**src/rtl/serial_adder_pkg.sv**
```systemverilog
// Shared types and constants for the bit-serial adder.
package serial_adder_pkg;

    // Operand width used when the parent does not override it.
    localparam int DEFAULT_WIDTH = 8;

    // Control states: wait for operands, add one bit per cycle, hold the result.
    typedef enum logic [1:0] {
        IDLE  = 2'd0,
        SHIFT = 2'd1,
        DONE  = 2'd2
    } state_e;

endpackage

```
**src/rtl/full_adder.sv**
```systemverilog
// One-bit full adder built from two half-adder stages and an OR for the carry.
module full_adder (
    input  logic a,
    input  logic b,
    input  logic cin,
    output logic s,
    output logic co
);

    logic ha0_s;
    logic ha0_c;
    logic ha1_c;

    // First half adder combines the operand bits; the second folds in the carry.
    always_comb begin
        ha0_s = a ^ b;
        ha0_c = a & b;
        s     = ha0_s ^ cin;
        ha1_c = ha0_s & cin;
        co    = ha0_c | ha1_c;
    end

endmodule

```
**src/rtl/serial_adder.sv**
```systemverilog
// Bit-serial unsigned adder: accepts two WIDTH-bit operands, adds them LSB first
// over WIDTH cycles through a single full adder, then holds {cout, sum} until consumed.
module serial_adder
    import serial_adder_pkg::*;
#(
    parameter int WIDTH = DEFAULT_WIDTH
) (
    input  logic             clk,
    input  logic             rst_n,
    input  logic             in_valid,
    output logic             in_ready,
    input  logic [WIDTH-1:0] a,
    input  logic [WIDTH-1:0] b,
    output logic             out_valid,
    input  logic             out_ready,
    output logic [WIDTH-1:0] sum,
    output logic             cout,
    output logic             busy
);

    localparam int                CNT_W    = $clog2(WIDTH + 1);
    localparam logic [CNT_W-1:0] LAST_BIT = CNT_W'(WIDTH - 1);

    state_e           state_q, state_d;
    logic [WIDTH-1:0] a_q, a_d;
    logic [WIDTH-1:0] b_q, b_d;
    logic [WIDTH-1:0] sum_q, sum_d;
    logic             carry_q, carry_d;
    logic [CNT_W-1:0] cnt_q, cnt_d;
    logic             in_ready_q, in_ready_d;
    logic             out_valid_q, out_valid_d;
    logic             busy_q, busy_d;

    logic             fa_s;
    logic             fa_co;

    // The single full adder always looks at the current operand LSBs and carry.
    full_adder u_fa (
        .a   (a_q[0]),
        .b   (b_q[0]),
        .cin (carry_q),
        .s   (fa_s),
        .co  (fa_co)
    );

    // Next-state and datapath logic for the three-state controller.
    always_comb begin
        // NOTE: every _d starts at its held value so no path through the case leaves
        // a signal unassigned, which would otherwise infer a latch.
        state_d     = state_q;
        a_d         = a_q;
        b_d         = b_q;
        sum_d       = sum_q;
        carry_d     = carry_q;
        cnt_d       = cnt_q;
        in_ready_d  = in_ready_q;
        out_valid_d = out_valid_q;
        busy_d      = busy_q;

        case (state_q)
            IDLE: begin
                if (in_valid) begin
                    a_d        = a;
                    b_d        = b;
                    sum_d      = '0;
                    carry_d    = 1'b0;
                    cnt_d      = '0;
                    in_ready_d = 1'b0;
                    busy_d     = 1'b1;
                    state_d    = SHIFT;
                end
            end
            SHIFT: begin
                // Sum bits enter at the MSB so the first (LSB) result bit ends at bit 0.
                sum_d   = {fa_s, sum_q[WIDTH-1:1]};
                a_d     = a_q >> 1;
                b_d     = b_q >> 1;
                carry_d = fa_co;
                cnt_d   = cnt_q + 1'b1;
                if (cnt_q == LAST_BIT) begin
                    out_valid_d = 1'b1;
                    busy_d      = 1'b0;
                    state_d     = DONE;
                end
            end
            DONE: begin
                // Acceptance is only ever granted from IDLE, so in_valid is ignored here.
                if (out_ready) begin
                    out_valid_d = 1'b0;
                    in_ready_d  = 1'b1;
                    state_d     = IDLE;
                end
            end
            default: begin
                out_valid_d = 1'b0;
                busy_d      = 1'b0;
                in_ready_d  = 1'b1;
                state_d     = IDLE;
            end
        endcase
    end

    // State, datapath and registered handshake outputs; reset aborts any operation.
    always_ff @(posedge clk or negedge rst_n) begin
        if (!rst_n) begin
            state_q     <= IDLE;
            a_q         <= '0;
            b_q         <= '0;
            sum_q       <= '0;
            carry_q     <= 1'b0;
            cnt_q       <= '0;
            in_ready_q  <= 1'b1;
            out_valid_q <= 1'b0;
            busy_q      <= 1'b0;
        end else begin
            // NOTE: non-blocking assignments so every flop samples the pre-edge values
            // regardless of statement order.
            state_q     <= state_d;
            a_q         <= a_d;
            b_q         <= b_d;
            sum_q       <= sum_d;
            carry_q     <= carry_d;
            cnt_q       <= cnt_d;
            in_ready_q  <= in_ready_d;
            out_valid_q <= out_valid_d;
            busy_q      <= busy_d;
        end
    end

    assign in_ready  = in_ready_q;
    assign out_valid = out_valid_q;
    assign busy      = busy_q;
    assign sum       = sum_q;
    assign cout      = carry_q;

endmodule
```
**config.mk**
```make
export PLATFORM = sky130hd
export DESIGN_NAME = serial_adder
export DESIGN_NICKNAME = d
export VERILOG_FILES = /design/src/rtl/serial_adder_pkg.sv /design/src/rtl/full_adder.sv /design/src/rtl/serial_adder.sv
export SDC_FILE = /design/constraint.sdc
export NUM_CORES = 1
export LEC_CHECK = 0
export ABC_AREA = 1
export ABC_CLOCK_PERIOD_IN_PS = 2550
export CAP_MARGIN = 20
export CORE_MARGIN = 5
export CORE_UTILIZATION = 40
export CTS_BUF_LIST = sky130_fd_sc_hd__clkbuf_8 sky130_fd_sc_hd__clkbuf_16
export DETAILED_ROUTE_END_ITERATION = 10
export GPL_TIMING_DRIVEN = 0
export PLACE_DENSITY = 0.73
export SLEW_MARGIN = 0
export SYNTH_ARGS = -nofsm -noshare
export SYNTH_HDL_FRONTEND = slang
export SYNTH_SLANG_ARGS = --single-unit
```
**constraint.sdc**
```tcl
create_clock -name clk -period 2.55 [get_ports clk]
set_input_delay 0.3825 -clock clk [delete_from_list [all_inputs] [get_ports clk]]
set_output_delay 0.3825 -clock clk [all_outputs]
set_load 0.02 [all_outputs]
```
# Word level (Yosys, flattened, before mapping)
# Cells that the tools add are included.
# Widths: inputs -> output; s select.
[classes] n_reduce_logical=7 bitwise_logic=8 n_eq_ne=6 muxes=22 addsub=1
[op_table] operator="$pmux 8 s2" count=3
[op_table] operator="$mux 8" count=3
[op_table] operator="$reduce_and 3->1" count=4
[op_table] operator="$pmux 1 s3" count=3
[op_table] operator="$pmux 4 s2" count=1
[op_table] operator="$mux 1" count=6
[op_table] operator="$mux 2" count=3
[op_table] operator="$ne 2x2->1 const B" count=3
[op_table] operator="$pmux 2 s3" count=1
[op_table] operator="$add 4x1->4 const B" count=1
[op_table] operator="$eq 4x3->1 const B" count=1
[op_table] operator="$mux 4" count=1
[op_table] operator="$not 1->1" count=3
[op_table] operator="$and 1x1->1" count=2
[op_table] operator="$eq 2x1->1 const B" count=1
[op_table] operator="$eq 2x2->1 const B" count=1
[op_table] operator="$logic_not 2->1" count=1
[op_table] operator="$pmux 1 s2" count=1
[op_table] operator="$reduce_and 2->1" count=1
[op_table] operator="$reduce_bool 2->1" count=1
[op_table] operator="$xor 1x1->1" count=2
[op_table] operator="$or 1x1->1" count=1
[word_totals] elab_cells=53 out_inout_bits=12 in_bits=20 regBits=34

# Depth between registers and ports, before layout
# Gate-level depths: netlist (run 1).
[depth] ltp_word=4 ltp_mapped=6 ltp_nobuf=6

# Hierarchy
# From an unflattened synthesis (run 1), not the netlist that was laid out.
[hier_totals] cells_unflattened=175 hier_area_um2=1597.8
[modules_own_cells] module="serial_adder" seq_area_each_um2=852.1 cells_each=174 instances=1 area_per_inst_um2=1577.8
[modules_own_cells] module="full_adder" seq_area_each_um2=0.0 cells_each=1 instances=1 area_per_inst_um2=20.0

# Worst setup path before layout (run 1)
# No wires, ideal clock.
[synth_path] path_type="reg-to-reg" from="reg carry_q, in the netlist cout" to="reg sum_q[7], in the netlist sum[7]" n_path_buf=0 arrival_ps=1108 required_ps=2485 setup_ps=65 path_slack_ps=1377 synth_period_minus_slack_ps=1173 path_stages_with_launch=4 cell_sequence="dfrtp_1 fa_1 nand2_1 nand2_1"
[synth_via] elab_chain_cells=2
[synth_rtl] element="from (decl)" line_no="serial_adder.sv:28" rtl="logic carry_q, carry_d;"
[synth_rtl] element="from (signal assigned)" line_no="serial_adder.sv:122" rtl="carry_q <= carry_d;"
[synth_rtl] element="$xor 1x1->1" line_no="full_adder.sv:18" rtl="s = ha0_s ^ cin;"
[synth_rtl] element="$pmux 8 s2" line_no="serial_adder.sv:60" rtl="case (state_q)"
[synth_rtl] element="to (signal assigned)" line_no="serial_adder.sv:121" rtl="sum_q <= sum_d;"
[synth_rtl] element="to (decl)" line_no="serial_adder.sv:27" rtl="logic [WIDTH-1:0] sum_q, sum_d;"
# Every way passes these cells.
# A chain may end at the register's enable or synchronous reset.

# Worst setup path after layout (run 1)
[layout_path] from="reg in_ready_q, in the netlist in_ready" to="out in_ready"
[layout_lines] element="from (decl)" line_no="serial_adder.sv:30" rtl="logic in_ready_q, in_ready_d;"
[layout_lines] element="from (signal assigned)" line_no="serial_adder.sv:124" rtl="in_ready_q <= in_ready_d;"
[layout_lines] element="to (decl)" line_no="serial_adder.sv:11" rtl="output logic in_ready,"
# No word-level cell between the ends.

==> metrics.yaml, run 1 <==
run_status:
  status: "completed"
floorplanning:
  ios: 32
  fp.dieH_um: 71.8
  start_util_pct: 41.4
  die-area_mm2: 0.00515
  die-width_um: 71.8
  row_count: 22
  core_mm2: 0.00369
drt:
  num_vias: 1268
  drt-met1-wl_um: 1570
  routed_via_density: 4.84
  wl_per_cell_um: 12.1
  first_iter_violations: 86
  dr_wl_met2_um: 1390
  routed.top_layer: "met4"
  drc_errors: 0
  firstDrtPassIters: 4
  detail-route-antenna-nets: 0
  wirelength_um: 3180
  met3_length_um: 189
synthesis:
  yosysTopAreaCell: "dfrtp_1"
  ys_seq_elements: 34
  synthTopCellsByArea: "dfrtp_1, nand3_1, nand2_1"
  synth_seq_area_share_pct: 55.8
  synthesis.nets: 198
  ys_types: 21
  ys_top_cells_by_count: "nand2_1, nand3_1, dfrtp_1"
  yosysTopAreaCellShare_pct: 54.1
  synth_most_common_cell: "nand2_1"
  ys_warn_count: 0
  netlist_instances: 176
  syn_area_mm2: 0.00153
  synth_ff_type: "dfrtp_1"
  synthArstFlopShare_pct: 100
  syn_area_per_cell_um2: 8.67
  synth-edff-count: 0
worst_setup_path:
  path_max_fanout: 2
  cp_top_family: "buffers and inverters"
  slowest_delay_ns: 0.59
  worstPathRequired_ns: 2.17
  slowest_stage: "clkdlybuf4s50_1"
  crit_chain: "clkdlybuf4s50_1"
  end_kind: "output port"
  cp-start-kind: "register"
  critical_path_class: "register to output port"
  path_buf_inv: 1
  crit_arrival_ns: 1.41
clock_network:
  path_clk_slew_ns: 0.07
  numCtsBuffers: 5
  clock-sinks: 34
  hold_buffers: 0
  cts_tree: "yes"
  cts-root-buf: "clkbuf_8"
  post_cts_buffers: 0
  clock_latency_ns: 0.28
  cts_resized: 0
  htree_num_levels: 2
  clockBufferDepth: 2
power_and_ir_drop:
  clock_power_share_pct: 15.7
  p_switching_uw: 954
  comb_power_share_pct: 44.6
  p_int_uw: 1400
  p_seq_share_pct: 39.7
  p_sw_share_pct: 40.5
  static-leakage-power_uw: 0.000977
  power_uw: 2360
  ir_worst_vdd_mv: 0.566
  powerDensity_mw_per_mm2: 1200
global_routing:
  track_usage_pct: 14.2
  grt_max_degree: 35
  antenna_found_initial: 0
  grt_pass1_vias: 1301
  grt_overflow_total: 0
  grt_pass1_wl_um: 5700
sta:
  setup_violations: 0
  worst_slew_pin_slew_ns: 0.747
  max_freq_mhz: 559
  final_hold_viol_count: 0
  layout_setup_ws_ns: 0.760
  rsz0062_at_grt: "no"
  period_minus_slack_ns: 1.79
  fin_crit_sh_pct: 70.2
  slew-limit-headroom_pct: 50.2
  skew_ns: 0.00278
  slew_viol_final: 0
  setup_tns_ns: 0
cells_and_area:
  syn_to_final_growth_pct: 29.1
  final_nets: 236
  antennaDiodeCount: 0
  final_cells: 262
  fillers: 381
  drive_above_1_share_pct: 12.1
job:
  maxCapViolations: 0
hold_path:
  worstHoldPathType: "input pin to async pin"
placed_design:
  portBuffers: 31
  place_ws_ns: 1.02
  hpwl_um: 2230
  place.gp.congestion: 0.781
  placed_cells: 255
-- path summary, 6_finish.rpt --
kind                       depth (start not counted)  slack, ns  startpoint       end
max                                                1       0.76    in_ready  in_ready
min                                                1       0.16       rst_n    a_q[4]
max reg2reg                                        4       1.35  state_q[1]    sum[7]
min reg2reg                                        2       0.47        busy      busy
max in group asynchronous                          1       1.91       rst_n    b_q[1]
min in group clk                                   2       0.47        busy      busy
-- flip-flops by register name, summed over array words and instances (netlist names) --
| register | flops |
|---|---|
| a_q | 8 |
| b_q | 8 |
| sum | 8 |
| cnt_q | 4 |
| state_q | 2 |
| busy | 1 |
| cout | 1 |
| in_ready | 1 |
| out_valid | 1 |
-- per-stage QoR --
stage	area (µm²)	hold WS [ns]	utilization (%)
after global routing	1970	0.235	53.4
after floorplan	1530	0.0869	-
after global placement	1900	0.448	51.4
final	1970	0.161	53.4
after CTS	1970	0.189	53.4
after detailed placement	1890	0.467	51.3
-- placed cells by master, fill, tap and decap left out --
cell and count:
a21oi_1 1, a21oi_2 1, buf_2 7, buf_4 2, buf_6 1, clkbuf_8 5
clkdlybuf4s50_1 30, clkinv_2 2, dfrtp_1 33, dfstp_2 1, fa_1 1, ha_1 1
inv_1 7, inv_2 3, nand2_1 62, nand2_2 1, nand3_1 47, nand3_2 1
nand4_1 1, nor2_1 1, nor2_4 1, o21ai_0 3, o21ai_1 1, o21ai_2 1
-- power groups by stage --
stage | combinational, µW | clock, µW | sequential (µW)
final | 1050 | 369 | 937
after detailed placement | 1060 | 0 | 946
after floorplan | 634 | 0 | 1010
after global routing | 1200 | 400 | 970
after CTS | 1070 | 378 | 939
after global placement | 1050 | 0 | 943
-- kinds of logic (layout without fill, tap and decap cells) --
kind of cell / count (synthesis) / in the layout / synth area share [%]
AOI/OAI and AO/OA: 7 / 7 / 2.79
adders and majority gates: 2 / 2 / 2.13
buffers and inverters: 19 / 57 / 6.15
DFF: 34 / 34 / 55.8
and+or+nand+nor: 114 / 114 / 33.1
-- per-layer routing --
metal | vias up | global-route usage [%]
met1 | 590 | 18.5
met3 | 4 | 4.91
met5 | - | 0
met2 | 27 | 21.8
li1 | 647 | -
met4 | 0 | 5.01
-- area by class of cell --
cell class	instances	area, µm²	area share [%]
repair buffers	31	305	15.5
flip-flops and latches	34	852	43.2
plain buffers	9	56.3	2.86
inverters	10	37.5	1.90
clock buffers	5	68.8	3.49
multi-input cells	123	581	29.5
clock inverters	2	10.0	0.508
well taps	48	60.1	3.05
Note: power is estimated with default switching activity, not from simulation.
==> run 2: changes to the inputs <==
- ABC_CLOCK_PERIOD_IN_PS: 2550 -> 1700
- clock period: 2.55 -> 1.7 ns (I/O delays scaled with it)
==> run 2 against run 1 <==
Effect of this change: routed wire length about the same; utilization is 0.068 points higher; critical path depth is the same; flip-flop and latch count is the same; combinational power grew 50%; register-to-register slack got worse by 0.85 ns; non-clock buffer count did not move; clock-buffer cell count is the same; clock power rose by 50%; die area unchanged; via count unchanged; global-route usage unchanged; critical endpoint is now cout.
==> metrics.yaml, run 2 (synthesized netlist as in run 1, its figures left out) <==
worst_setup_path:
  cp_top_family: "buffers and inverters"  # unchanged
  cp-endpoint: "cout"  # was in_ready
  critPathLaunch: "cout"  # was in_ready
  path_buf_inv: 1  # unchanged
  slowest_delay_ns: 0.63  # was 0.59 ns
  cp-start-kind: "register"  # unchanged
  r2r_slack_ns: 0.50  # was 1.35 ns
  crit_arrival_ns: 1.32  # was 1.41 ns
  ff2ff_path_depth: 4  # unchanged
  worstPathRequired_ns: 1.44  # was 2.17 ns
  slowest_stage: "clkdlybuf4s50_1"  # unchanged
  r2r-end: "sum[7]"  # unchanged
  critical_path_class: "register to output port"  # unchanged
  end_kind: "output port"  # unchanged
  path_max_fanout: 3  # was 2
  crit_cells: 1  # unchanged
  crit_chain: "clkdlybuf4s50_1"  # unchanged
  r2r_start: "state_q[1]"  # unchanged
floorplanning:
  row_count: 22  # unchanged
  core_mm2: 0.00369  # unchanged
  fp.dieH_um: 71.8  # unchanged
  die-width_um: 71.8  # unchanged
  start_util_pct: 41.4  # unchanged
  ios: 32  # unchanged
  die-area_mm2: 0.00515  # unchanged
sta:
  slew-limit-headroom_pct: 50.2  # unchanged
  setup_tns_ns: 0  # unchanged
  max_freq_mhz: 634
  final_hold_viol_count: 0  # unchanged
  period_minus_slack_ns: 1.58
  worst_slew_pin_slew_ns: 0.747  # unchanged
  setup_violations: 0  # unchanged
  fin_crit_sh_pct: 92.7
  timing.hold.ws_ns: 0.0334  # was 0.161 ns
  slew_viol_final: 0  # unchanged
  layout_setup_ws_ns: 0.124  # was 0.760 ns
  rsz0062_at_grt: "no"  # unchanged
  skew_ns: 0.00278  # unchanged
global_routing:
  grt_pass1_vias: 1301  # unchanged
  grt_max_degree: 35  # unchanged
  grt_pass1_wl_um: 5700  # unchanged
  antenna_found_initial: 0  # unchanged
  track_usage_pct: 14.2  # unchanged
  grt_overflow_total: 0  # unchanged
cells_and_area:
  mostFrequentLayoutCells: "nand2_1, nand3_1, dfrtp_1"  # unchanged
  final_nets: 236  # unchanged
  antennaDiodeCount: 0  # unchanged
  drive_above_1_share_pct: 12.1  # unchanged
  syn_to_final_growth_pct: 29.3  # was 29.1%
  final_area_mm2: 0.00197  # about the same
  layout_commonest_cell: "nand2_1"  # unchanged
clock_network:
  path_clk_slew_ns: 0.07  # about the same
  cts_resized: 0  # unchanged
  clock-sinks: 34  # unchanged
  clock_latency_ns: 0.28  # about the same
  clockBufferDepth: 2  # unchanged
  hold_buffers: 0  # unchanged
  cts-root-buf: "clkbuf_8"  # unchanged
  numCtsBuffers: 5  # unchanged
  post_cts_buffers: 0  # unchanged
  htree_num_levels: 2  # unchanged
  cts_tree: "yes"  # unchanged
hold_path:
  worstHoldPathType: "input pin to async pin"  # unchanged
power_and_ir_drop:
  static-leakage-power_uw: 0.000992  # was 0.000977 µW
  ir_worst_vdd_mv: 0.849  # was 0.566 mV
  power_uw: 3540  # was 2360 µW
  powerDensity_mw_per_mm2: 1790  # was 1200 mW/mm²
drt:
  routed_via_density: 4.84  # unchanged
  firstDrtPassIters: 4  # unchanged
  detail-route-antenna-nets: 0  # unchanged
  first_iter_violations: 86  # unchanged
  wl_per_cell_um: 12.1  # about the same
  drc_errors: 0  # unchanged
  num_vias: 1268  # unchanged
  wirelength_um: 3180  # about the same
placed_design:
  post_dp_cell_area_mm2: 0.00189  # unchanged
  place_ws_ns: 0.299  # was 1.02 ns
  hpwl_um: 2230  # unchanged
  portBuffers: 31  # unchanged
  place.gp.congestion: 0.781  # unchanged
run_status:
  status: "completed"  # unchanged
job:
  maxCapViolations: 0  # unchanged
## run 2: changes by cell type in the layout (fill, tap and decap cells not counted), sizes merged
cell           change
clkdlybuf4s50      -1
dlymetal6s2s       +1
## run 2: metrics by stage
| stage | instances | utilization (%) |
|---|---|---|
| after floorplan | 176 | - |
| after global placement | 255 | 51.4 |
| after detailed placement | 255 | 51.3 |
| after CTS | 262 | 53.4 |
| after global routing | 262 | 53.5 |
| final | 262 | 53.5 |
## run 2: worst min-delay path by stage
| stage | start | to | depth (start not counted) |
|---|---|---|---|
| 4_1_cts | rst_n | a_q[3] | 1 |
| 5_1_grt | rst_n | a_q[4] | 1 |
| 3_3_place_gp | in_ready | in_ready | 2 |
| 2_1_floorplan | rst_n | a_q[0] | 0 |
| 6_report | rst_n | a_q[4] | 1 |
| 3_5_place_dp | rst_n | a_q[3] | 1 |
## run 2: routing by layer
metal	vias to the layer above	part of all wire, %	global-route usage (%)
li1	647	-	-
met1	590	49	18.5
met2	27	44	21.8
met3	4	6.0	4.91
met4	0	1.1	5.01
met5	-	0	0
## run 2: report_power, final
part | internal (µW) | total [µW] | switching [µW]
logic | 664 | 1580 | 912
clock network | 274 | 554 | 279
registers | 1170 | 1410 | 239
total | 2100 | 3540 | 1430
## run 2: area by class of cell
class	instances	area, µm²
plain buffers	9	56.3
clock buffers	5	68.8
clock inverters	2	10.0
fillers	380	1720
inverters	10	37.5
multi-input cells	123	581
flip-flops and latches	34	852
well taps	48	60.1
repair buffers	31	308
==> edit 1, RTL diff (settings of run 2) <==
The package constant `DEFAULT_WIDTH` goes from 8 to 4.
--- a/src/rtl/serial_adder_pkg.sv
+++ b/src/rtl/serial_adder_pkg.sv
@@ -3,5 +3,5 @@
 
     // Operand width used when the parent does not override it.
-    localparam int DEFAULT_WIDTH = 8;
+    localparam int DEFAULT_WIDTH = 4;
 
     // Control states: wait for operands, add one bit per cycle, hold the result.
Ports: changed (resized a, b and sum); port bits go from 32 to 20. No check against the original RTL was run, so the function may have changed too.
==> edit 1 against run 2 <==
  * Clock power is 40% lower
  * Worst setup slack worse by 77 ps
  * Die area shrank 29%
  * Sequential share of layout area down 2.3 points
  * Power fell by 35%
  * Area after synthesis down 34%
  * First-iteration DRC count is 78% lower
  * Global-route usage down 0.87 points
  * Cell area down 35%
  * Sequential cell count is 13 lower
  * Routed wire length is 35% lower
  * Largest cell class unchanged
==> edit 1: results <==
{
  "crit_end": "in_ready",
  "use_met3_pct": 1.91,
  "h-tree-depth": 1,
  "worstSetupStartpoint": "in_ready$_DFFE_PN1P_",
  "p_leak_uw": 0.000659,
  "tightestPinTransition_ps": 914,
  "reg2reg_depth": 5,
  "syn_nets": 131,
  "ys_types": 16,
  "slowest_delay_ps": 600,
  "clock_latency_ps": 260,
  "skew_ps": 1.75,
  "synth.top_cells.by_area": "dfrtp_1 (49%), nand3_1 (13%), nand2_1 (13%)",
  "cp_data_arrival_time_ps": 1400,
  "grt_start_max_net_pins": 22,
  "min_path_type": "register to register",
  "fin_nets": 155,
  "routed_wl_um": 2070,
  "power.switching_uw": 942,
  "first_global_vias": 810,
  "reg2reg_to": "busy$_DFFE_PN0P_",
  "ir_drop_v": 0.000873,
  "gp_congestion": 0.769,
  "cp_max_fo": 2,
  "drtIter0Drc": 19,
  "track_usage_pct": 13.3,
  "drive_above_1_share_pct": 10.8,
  "dr_total_vias": 804,
  "place_hpwl_um": 1530,
  "place_area_mm2": 0.00124,
  "status": "completed",
  "port_buffers": 19,
  "r2r_start": "cnt_q[0]$_DFFE_PN0P_",
  "grt_pass1_wl_um": 3600
}
==> edit 1: cell families after synthesis <==
| family | share of synthesized area (%) |
|---|---|
| AO/OA/AOI/OAI | 3.83 |
| buffers and inverters | 10.0 |
| AND/OR/NAND/NOR | 29.8 |
| adder cells (fa/ha/maj) | 4.44 |
| flip-flops | 52.0 |
==> edit 1: final cells by class <==
type	instances	area (um^2)
Fill cell	233	1170
Clock inverter	1	5.00
Buffer	4	45.0
Timing Repair Buffer	19	190
Tap cell	30	37.5
Sequential cell	21	527
Clock buffer	3	41.3
Inverter	15	56.3
Multi-Input combinational cell	76	385
==> edit 1: layer usage <==
layer,routed length [um],up-vias
met3,68,5
met2,975,13
li1,-,412
met4,44,0
met1,981,374
met5,0,-
==> edit 1: power groups by stage <==
stage               clock, uW  combinational [uW]  sequential [uW]
finish                    334                1070              886
global route              356                1210              912
CTS                       334                1090              888
detailed placement          0                1070              896
global placement            0                1040              878
floorplan                   0                 656              951
==> edit 1: stage by stage <==
stage	std cells	setup WS (ps)	utilization, %	hold WS, ps	power, uW
after floorplan	116	529	-	-40.6	1610
after global routing	169	26.0	52.4	520	2480
after global placement	165	187	50.6	457	1920
after CTS	169	48.1	52.4	484	2310
final	169	47.0	52.4	480	2290
after detailed placement	165	158	50.6	469	1970
==> edit 2, RTL diff (config.mk and constraints of run 2) <==
Without the edit above. Encoding of `state_e`: now one-hot (3 bits for 3 states).
--- a/src/rtl/serial_adder_pkg.sv
+++ b/src/rtl/serial_adder_pkg.sv
@@ -6,8 +6,8 @@
 
     // Control states: wait for operands, add one bit per cycle, hold the result.
-    typedef enum logic [1:0] {
-        IDLE  = 2'd0,
-        SHIFT = 2'd1,
-        DONE  = 2'd2
+    typedef enum logic [2:0] {
+        IDLE  = 3'b001,
+        SHIFT = 3'b010,
+        DONE  = 3'b100
     } state_e;
 
Function: no difference found for any inputs over 10 cycles, from zero or initial values and one cycle with rst_n low; not proved beyond that.
==> edit 2 against run 2 <==
  * Sequential cell count grew 1
  * Worst setup slack better by 4.9 ps
  * Hold slack gained 6.5 ps
  * Area after synthesis is 8.5% higher
  * Sequential power is 6% lower
  * Cell area up 8.7%
  * Largest cell class unchanged
  * Count of clock-buffer cells in the layout grew 1
  * Core utilization grew 0.12 points
  * Routed wire length rose by 7.9%
  * Power grew 0.89%
  * Synthesized cell count grew 11%
==> edit 2: results <==
{
  "status": "completed",
  "dr_wl_met2_um": 1620,
  "async_reset_ff_share_pct": 100,
  "synth.top_cells.by_area": "dfrtp_1 (50%), nand2_1 (19%), inv_1 (4.1%)",
  "min_path_type": "input port to asynchronous set/reset pin",
  "p_leak_uw": 0.00106,
  "fin_nets": 256,
  "ir_drop_v": 0.000639,
  "met3_length_um": 196,
  "ys_seq_area_share_pct": 53.0,
  "wl_met1_um": 1540,
  "drive_above_1_share_pct": 12.8,
  "r2r_setup_slack_ps": 310,
  "cts_max_path_buffers": 2,
  "reg2reg_depth": 7,
  "n_antenna_cell": 0,
  "grt_start_max_net_pins": 36,
  "synth_flop_cell": "dfrtp_1",
  "yosys-top-cells-count": "nand2_1 (82), dfrtp_1 (33), inv_1 (18)",
  "grt_pass1_wl_um": 5930,
  "synthAdderAreaFrac_pct": 1.96,
  "period_share_pct": 92.4,
  "tightestPinTransition_ps": 784,
  "dp_slack_ps": 269,
  "ys_types": 24,
  "place_area_mm2": 0.00202,
  "dr_total_vias": 1342,
  "place_hpwl_um": 2410,
  "drtIter0Drc": 68,
  "first_global_vias": 1370,
  "gp_congestion": 0.780,
  "skew_ps": 5.31,
  "hold_viol_final": 0,
  "worst_hold_slack_ps": 40.0,
  "internal_power_uw": 2220
}
edit 2: layout make-up:
| class | instances | area [um^2] |
|---|---|---|
| buffer | 8 | 71.3 |
| sequential | 35 | 878 |
| inverter | 21 | 78.8 |
| tap | 50 | 62.6 |
| timing repair buffer | 31 | 308 |
| fill | 403 | 1860 |
| clock inverter | 2 | 35.0 |
| multi-input combinational | 132 | 628 |
| clock buffer | 6 | 82.6 |
edit 2: kinds of logic after synthesis:
family | count (synthesis)
buffers and inverters | 29
and+or+nand+nor | 103
adders and majority gates | 2
DFF | 35
AOI/OAI and AO/OA | 27
edit 2: repair_timing:
action | CTS | global route
hold buffers | 0 | 0
gates resized for setup | 0 | 1
endpoints found under the setup margin | 0 | 1
edit 2: metal layers:
metal / vias to the layer above / track usage, %
met5: - / 0
met4: 0 / 6.72
met3: 6 / 4.32
met2: 33 / 23.5
met1: 613 / 17.4
li1: 690 / -
edit 2: stage by stage:
step | setup TNS (ps) | cells
6_report | 0 | 285
5_1_grt | 0 | 285
4_1_cts | 0 | 285
3_5_place_dp | 0 | 277
3_3_place_gp | -13680 | 277
2_1_floorplan | 0 | 196
edit 2: power groups by stage:
stage	logic [uW]	registers [uW]	clock network, uW
2_1_floorplan	976	1380	0
3_3_place_gp	1440	1330	0
3_5_place_dp	1470	1340	0
4_1_cts	1490	1330	792
5_1_grt	1680	1360	822
6_report	1460	1320	778
edit 2: path summary, 6_finish.rpt:
check | start | end
max | cout$_DFFE_PN0P_ | cout
min | rst_n | b_q[3]$_DFFE_PN0P_
max reg2reg | state_q[0]$_DFFE_PN1P_ | b_q[6]$_DFFE_PN0P_
min reg2reg | in_ready$_DFFE_PN1P_ | in_ready$_DFFE_PN1P_
max in group asynchronous | rst_n | sum[6]$_DFFE_PN0P_
min in group clk | in_ready$_DFFE_PN1P_ | in_ready$_DFFE_PN1P_
